### src/rtl/number_decoder.sv
// JPEG magnitude decoder: turns a size category plus raw additional bits into an 8-bit signed coefficient, one register stage.
// Optional clamping of out-of-range results is enabled by defining NUMBER_DECODER_SATURATE_EN.
module number_decoder (
    input  logic        clk,
    input  logic        rst_n,
    input  logic        in_valid,
    input  logic [3:0]  r_value,
    input  logic [11:0] coded_number,
    output logic        out_valid,
    output logic [7:0]  decoded_number,
    output logic        overflow,
    output logic        range_err
);

    logic               outValid_q,   outValid_d;
    logic [7:0]         decodedNum_q, decodedNum_d;
    logic               overflow_q,   overflow_d;
    logic               rangeErr_q,   rangeErr_d;

    logic [11:0]        catMask;
    logic [11:0]        maskedNum;
    logic [11:0]        topBit;
    logic               isPositive;
    logic signed [12:0] fullValue;
    logic               outOfRange;
    logic [7:0]         narrowValue;

    // A clear top bit marks a negative value stored as m + (2^r - 1).
    always_comb begin
        catMask    = 12'((13'd1 << r_value) - 13'd1);
        maskedNum  = coded_number & catMask;
        topBit     = 12'((13'd1 << r_value) >> 1);
        isPositive = |(maskedNum & topBit);
        if (r_value == 4'd0) begin
            fullValue = 13'sd0;
        end else if (isPositive) begin
            fullValue = $signed({1'b0, maskedNum});
        end else begin
            fullValue = $signed({1'b0, maskedNum}) - $signed({1'b0, catMask});
        end
        outOfRange = (fullValue > 13'sd127) || (fullValue < -13'sd128);
`ifdef NUMBER_DECODER_SATURATE_EN
        if (!outOfRange) begin
            narrowValue = fullValue[7:0];
        end else if (fullValue[12]) begin
            narrowValue = 8'h80;
        end else begin
            narrowValue = 8'h7F;
        end
`else
        narrowValue = fullValue[7:0];
`endif
    end

    always_comb begin
        outValid_d   = in_valid;
        decodedNum_d = decodedNum_q;
        overflow_d   = overflow_q;
        rangeErr_d   = rangeErr_q;
        if (in_valid) begin
            if (r_value > 4'd11) begin
                decodedNum_d = 8'h00;
                overflow_d   = 1'b0;
                rangeErr_d   = 1'b1;
            end else begin
                decodedNum_d = narrowValue;
                overflow_d   = outOfRange;
                rangeErr_d   = 1'b0;
            end
        end
    end

    always_ff @(posedge clk) begin
        if (!rst_n) begin
            outValid_q   <= 1'b0;
            decodedNum_q <= 8'h00;
            overflow_q   <= 1'b0;
            rangeErr_q   <= 1'b0;
        end else begin
            outValid_q   <= outValid_d;
            decodedNum_q <= decodedNum_d;
            overflow_q   <= overflow_d;
            rangeErr_q   <= rangeErr_d;
        end
    end

    assign out_valid      = outValid_q;
    assign decoded_number = decodedNum_q;
    assign overflow       = overflow_q;
    assign range_err      = rangeErr_q;

endmodule

### config.mk
export PLATFORM = sky130hd
export DESIGN_NAME = number_decoder
export DESIGN_NICKNAME = d
export VERILOG_FILES = /design/src/rtl/number_decoder.sv
export SDC_FILE = /design/constraint.sdc
export NUM_CORES = 1
export LEC_CHECK = 0
export CORE_ASPECT_RATIO = 0.9
export CORE_UTILIZATION = 54
export DETAILED_ROUTE_END_ITERATION = 10
export GPL_TIMING_DRIVEN = 0
export PLACE_DENSITY_LB_ADDON = 0.12
export SLEW_MARGIN = 0
export SYNTH_ARGS = -nofsm -noshare
export SYNTH_HDL_FRONTEND = slang
export SYNTH_SLANG_ARGS = --single-unit
### constraint.sdc
create_clock -name clk -period 11.3 [get_ports clk]
set_clock_uncertainty 0.2 [all_clocks]
set_input_delay 3.39 -clock clk [delete_from_list [all_inputs] [get_ports clk]]
set_output_delay 3.39 -clock clk [all_outputs]
set_load 0.05 [all_outputs]
==> results.md, run 1 <==
* GRT busiest layer: met2
* Starting Density at 59.38%
* EDFF count, synth at 0
* Setup Buffers After CTS at 0
* Layout cells sized above 1 at 9.589%
* Die width at 54.34 um
* Layout Cell Area excl Fill at 1682 um2
* I/O pins at 30
* Synthesized cell area at 1331 um2
* Critical Path Sink: overflow$_SDFFE_PN0P_
* Via count at 1,593
* WS Path Type: input pin to flip-flop
* Fillers at 180
* Worst setup SP type: input pin
* Tmin final at 7278 ps
* Dpl cells at 242
* Pleak at 0.6116 nW
* Slowest cell on crit path: clkdlybuf4s50_1
* Initial antenna violation count at 0
* DR iter-0 viols at 90
* Max_slew headroom at 60.02%
* Post-DR vias/cell at 6.476
* Die Y at 49.11 um
* Nets@finish at 241
* Gpl congestion at 0.9493
* Routed wire length at 3861 um
* RSZ-0062 raised after global routing: false
* Worst slew pin tran at 599.7 ps
* Core area at 2242 um2
* Bufs on Longest Clock Path at 2
* R2r setup slk at 10,410 ps
* Cells after Synth at 186
* Port-buffer cells at 29
* Worst endpoint data arrival time at 7230 ps
* Synth-to-layout area growth at 26.32%
* Final Hold Viols at 0
* Mean post-synth cell area at 7.157 um2
* Inserted Diodes at 0
* Achievable Freq at 0.1374 GHz
* GRT Util Overall at 31.31%
* Critical-path cell list: clkdlybuf4s50_1 > buf_2 > nor2_1 > nand2_1 > ha_1 > buf_2 > nor2_1 > mux2_2 > nor4_2 > o211ai_2 > mux2i_1 > and2_1 > or4_1 > mux2i_1 > o22ai_1
* Final max-slew violation count at 0
* Clock Pin Slew Worst Setup and Hold Paths at 70 ps
* Critical path buffers and inverters at 3
* Worst setup margin at 4022 ps
* Status: finished clean
* Drt pass-1 iters at 5
* Netlist cell types at 55
* Synth Register Bits at 11
* Largest incremental delay on the critical path at 620 ps
* Pre-CTS setup slack at 3845 ps
* PD cells at 84.41 nW/um2
* Final non-filler cell total at 246
* Worst Path Max Fanout at 10
* Final core utilization at 75.00%
* Placed inst area at 1655 um2
* First-pass GRT wire length at 6334 um
* Wire per inst at 15.70 um
* Yosys top cell area share at 16.54%
* M1 GR Usage at 41.56%
* CTS tree: done
* Synth area leaders: dfxtp_1 17%, nor2b_1 6.6%, nor2_1 5.9%, nand2_1 5.4%, xnor2_1 3.9%
* Setup tns final at 0 ps
* Largest net degree at the start of global routing at 11
* # clock sinks at 11
* Vias in the first global route at 1,455
* HPWL after DPL at 3031 um
* Post-Syn Nets at 207
* Inserted Clock Buffers at 3
* Period utilization at 64.41%
* Antenna-violating nets left at 0
* Hold WC Path Type: flip-flop to flip-flop
* CP top delay family: simple AND/OR/NAND/NOR gates
* Setup Viol. Count Final at 0
* Post-synth top flop: dfxtp_1
* Ys async rst share at 0%
* Grt met3 use at 8.411%
* Crit end category: flip-flop
* Clock Latency Late Sink at 260 ps
* Die ar. at 2668 um2
* Reg2reg path depth at 2
* Hold WS at 273.2 ps
* Critical Path Stages at 15
* Clk Tree Root Cell: clkbuf_4
* CTS H-tree lvls at 1
* R2r startpoint: decoded_number[6]$_SDFFE_PN0P_
* Synth warnings at 0
* Drc violations at 0
* Grt ovf at 0
* WP data required at 11,260 ps
* VDD IR max at 0.0001069 V
* Post-layout total power at 142.0 uW
* Max-cap violation count at 0
* Routing usage on met2 at 50.00%
* Resized Gates After CTS at 0
* Row count at 16
* # hold bufs at CTS at 0
* R2r endpoint: decoded_number[6]$_SDFFE_PN0P_
* Post-synth top area cell: dfxtp_1
* Seq/Total Area, Yosys at 16.54%
* CP startpoint: r_value[3]
==> cells in the final DEF (no fill, tap or decap), types with 3 or more instances in the layout <==
cell type,count
a21oi_1,4
a22oi_1,4
a31oi_1,3
and2_1,5
buf_2,5
buf_4,3
clkbuf_1,3
clkbuf_4,3
clkdlybuf4s50_1,29
dfxtp_1,11
inv_1,5
mux2i_1,3
nand2_1,19
nand3_1,7
nand4b_1,3
nor2_1,21
nor2b_1,14
nor3_1,9
nor4_2,3
o21ai_0,6
o21ai_1,3
o2bb2ai_1,4
xnor2_1,6
==> synth_stat cells (all sizes together) (2+ instances only) <==
master and n:
nor3 9, a22oi 4, nand3 7, nor2 21, nand4b 3, nor4 5
a21boi 3, dfxtp 11, inv 5, o2bb2ai 4, o221ai 2, buf 8
o21ai 9, nand3b 2, nor2b 14, or3 2, xnor2 6, o211ai 3
nand4 2, ha 2, o21bai 2, nand2 19, and3 2, mux2i 3
nor4b 2, clkbuf 2, a21oi 5, a31oi 3, and2 5, o22ai 3
xor2 2
==> power by group <==
part	internal, mW	leakage (nW)	switching (mW)
clock network	0.0137	0.0150	0.0131
registers	0.0415	0.0904	0.00130
logic	0.0296	0.506	0.0428
==> logic make-up after synthesis <==
logic type	count (synthesis)	synth area share (%)
simple gates	97	40.04
compound gates	48	27.35
fa+ha+maj	2	1.879
buf+inv	16	5.827
mux	4	3.102
xor+xnor	8	5.263
flops	11	16.54
==> layout make-up <==
type                    count  area, um2  area share, %
repair buffers             29      290.3          17.26
plain buffers              10      55.05          3.274
well taps                  27      33.78          2.009
inverters                   6      22.52          1.339
clock buffers               4      26.28          1.563
flip-flops and latches     11      220.2          13.10
multi-input cells         159       1033          61.46
==> per-layer routing <==
metal	vias to the layer above	routed length [um]
li1	757	-
met1	727	1617
met3	8	373
met4	0	51
met5	-	0
met2	101	1818
==> worst min-delay path, cell delays in order, from the launching register on <==
cell and delay (ps):
dfxtp_1 310, nand2_1 50, o22ai_1 60
==> worst min-delay path by stage <==
stage / from / depth (start not counted) / endpoint / slack, ps
after floorplan: overflow$_SDFFE_PN0P_ / 2 / overflow$_SDFFE_PN0P_ / 480
after global placement: decoded_number[2]$_SDFFE_PN0P_ / 2 / decoded_number[2]$_SDFFE_PN0P_ / 250
after detailed placement: overflow$_SDFFE_PN0P_ / 2 / overflow$_SDFFE_PN0P_ / 270
after CTS: overflow$_SDFFE_PN0P_ / 2 / overflow$_SDFFE_PN0P_ / 280
after global routing: overflow$_SDFFE_PN0P_ / 2 / overflow$_SDFFE_PN0P_ / 300
final: overflow$_SDFFE_PN0P_ / 2 / overflow$_SDFFE_PN0P_ / 270
==> sequential cells by signal (all words and copies together) (netlist names) <==
signal and flops:
decoded_number 8, out_valid 1, overflow 1, range_err 1
Note: power is estimated with default switching activity, not from simulation.
==> inputs of run 2 (changes only) <==
CORE_UTILIZATION = 46   (was 54)
clock period = 6.6 ns   (was 11.3 ns; I/O delays follow)
==> run 2 against run 1 <==
  * Sequential power grew 71%
  * Highest routed layer unchanged
  * Largest power group unchanged
  * Total power grew 70%
  * Combinational power increased by 69%
  * Wire length down 4.6%
  * Sequential share of layout area down 0.13 points
  * Via count is 5.2% lower
  * Non-clock buffer count did not move
==> results.md, run 2 (synthesis gave the netlist of run 1 again) <==
* Status: finished clean
* Die Y at 53.04 um (+8.0%)
* M1 GR Usage at 34.45% (-7.1 points)
* R2r endpoint: decoded_number[6]$_SDFFE_PN0P_
* Final max-slew violation count at 0 (unchanged)
* Grt met3 use at 4.645% (-3.8 points)
* Switch share at 39.78% (-0.48 points)
* GRT busiest layer: met2
* Sequential Power Share at 30.4% (+0.2 points)
* VDD IR max at 0.0001513 V (+41%)
* Resized Gates After CTS at 0 (unchanged)
* Worst setup margin at 843.2 ps (-3179 ps)
* Post-DR vias/cell at 5.830 (-10%)
* Setup Buffers After CTS at 0 (unchanged)
* Drt pass-1 iters at 4 (-1)
* First-pass GRT wire length at 6030 um (-4.8%)
* # clock sinks at 11 (unchanged)
* Setup Viol. Count Final at 0 (unchanged)
* DR iter-0 viols at 97 (+7.8%)
* Final core utilization at 61.79% (-13 points)
* Worst Path Max Fanout at 10 (unchanged)
* WP data required at 6550 ps (-4710 ps)
* Final Hold Viols at 0 (unchanged)
* Clk Tree Root Cell: clkbuf_4
* Setup tns final at 0 ps (unchanged)
* I/O pins at 30 (unchanged)
* Inserted Clock Buffers at 3 (unchanged)
* Grt ovf at 0 (unchanged)
* Pleak at 0.6116 nW (unchanged)
* Hold WS at 269.0 ps (-4.132 ps)
* RSZ-0062 raised after global routing: false
* Layout cells sized above 1 at 9.589% (unchanged)
* Routing usage on met2 at 43.87% (-6.1 points)
* GRT Util Overall at 25.30% (-6.0 points)
* Combinational power share at 50.7% (-0.3 points)
* Routed wire length at 3682 um (-4.6%)
* Inserted Diodes at 0 (unchanged)
* Via count at 1,510 (-5.2%)
* Hold depth at 2 (unchanged)
* Commonest cells after routing, fill and taps aside: 29 x clkdlybuf4s50_1, 21 x nor2_1, 19 x nand2_1
* Clock Pin Slew Worst Setup and Hold Paths at 70 ps (about the same)
* Antenna-violating nets left at 0 (unchanged)
* PD cells at 141.9 nW/um2 (+68%)
* Synth-to-layout area growth at 27.54%
* Endpoint, Worst Hold: decoded_number[2]$_SDFFE_PN0P_
* Max FFs per register at 8 (unchanged)
* Achievable Freq at 0.1737 GHz
* Layout Cell Area excl Fill at 1698 um2 (+0.97%)
* Row count at 18 (+2)
* Core area at 2748 um2 (+23%)
* Starting Density at 48.45% (-11 points)
* CTS H-tree lvls at 1 (unchanged)
* Die ar. at 3113 um2 (+17%)
* Initial antenna violation count at 0 (unchanged)
* Psw at 95.85 uW (+68%)
* Max_slew headroom at 63.34% (+3.3 points)
* Largest net degree at the start of global routing at 11 (unchanged)
* Vias in the first global route at 1,337 (-8.1%)
* Die width at 58.71 um (+8.0%)
* Worst slew pin tran at 550.0 ps (-49.69 ps)
* Gpl congestion at 0.9177 (-3.3%)
* Final non-filler cell total at 259 (+5.3%)
* Placed inst area at 1672 um2 (+0.98%)
* Worst setup SP type: input pin
* Drc violations at 0 (unchanged)
* # hold bufs at CTS at 0 (unchanged)
* R2r startpoint: decoded_number[6]$_SDFFE_PN0P_
* Post-layout total power at 241.0 uW (+70%)
* Most common cell after layout, fill and taps aside: clkdlybuf4s50_1
* Hold_sp: decoded_number[2]$_SDFFE_PN0P_
* Reg2reg path depth at 2 (unchanged)
* Hold WC Path Type: flip-flop to flip-flop
* Worst endpoint data arrival time at 5710 ps (-1520 ps)
* CTS tree: done
* Dpl cells at 255 (+5.4%)
* Nets@finish at 241 (unchanged)
* Tmin final at 5757 ps
* Period utilization at 87.22%
* R2r setup slk at 5720 ps (-4690 ps)
* Wire per inst at 14.22 um (-9.4%)
* Crit end category: flip-flop
* Bufs on Longest Clock Path at 2 (unchanged)
* Internal power at 145.1 uW (+71%)
* Power share of the clock group at 18.9% (about the same)
* Max-cap violation count at 0 (unchanged)
* Port-buffer cells at 29 (unchanged)
* Pre-CTS setup slack at 612.3 ps (-3232 ps)
* HPWL after DPL at 3020 um (-0.35%)
* WS Path Type: input pin to flip-flop
* Clock Latency Late Sink at 260 ps (about the same)
-- run 2: cell counts in the layout (fill, tap and decap cells not counted) --
Identical to the previous run, type by type.
-- run 2: how the worst max path moves through the flow --
stage,from,end,slack [ps],cells after the start
after floorplan,r_value[2],overflow$_SDFFE_PN0P_,1630,13
after global placement,r_value[3],overflow$_SDFFE_PN0P_,670,15
after detailed placement,r_value[3],overflow$_SDFFE_PN0P_,610,15
after CTS,r_value[3],overflow$_SDFFE_PN0P_,890,15
after global routing,r_value[3],overflow$_SDFFE_PN0P_,600,15
final,r_value[3],overflow$_SDFFE_PN0P_,840,15
-- run 2: worst max-delay path, cell delays in order --
cell             delay, ps
clkdlybuf4s50_1        620
buf_2                  280
nor2_1                 130
nand2_1                150
ha_1                   230
buf_2                  250
nor2_1                  70
mux2_2                 310
nor4_2                 320
o211ai_2               280
mux2i_1                170
and2_1                 170
or4_1                  510
mux2i_1                140
o22ai_1                 90
-- run 2: per-layer routing --
metal | vias to the layer above | share of wire [%]
li1 | 753 | -
met1 | 699 | 46
met2 | 56 | 48
met3 | 2 | 5.6
met4 | 0 | 0.22
met5 | - | 0
-- run 2: power by group through the flow --
stage / Combinational [mW] / Clock [mW] / Sequential [mW]
after CTS: 0.122 / 0.0469 / 0.0734
after floorplan: 0.0660 / 0 / 0.0912
after detailed placement: 0.121 / 0 / 0.0749
after global placement: 0.118 / 0 / 0.0746
after global routing: 0.133 / 0.0501 / 0.0739
final: 0.122 / 0.0454 / 0.0734
-- run 2: area by class of cell --
| cell class | instances | area (um2) |
|---|---|---|
| Fill cell | 284 | 1050 |
| Multi-Input combinational cell | 159 | 1033 |
| Timing Repair Buffer | 29 | 290.3 |
| Sequential cell | 11 | 220.2 |
| Buffer | 10 | 55.05 |
| Tap cell | 40 | 50.05 |
| Clock buffer | 4 | 26.28 |
| Inverter | 6 | 22.52 |
==> inputs of run 3 (changes only) <==
CTS_CLUSTER_SIZE = 24   (was not set)
==> results of run 3 <==
Same layout as run 2: the final DEF is identical, and so are final timing and power.
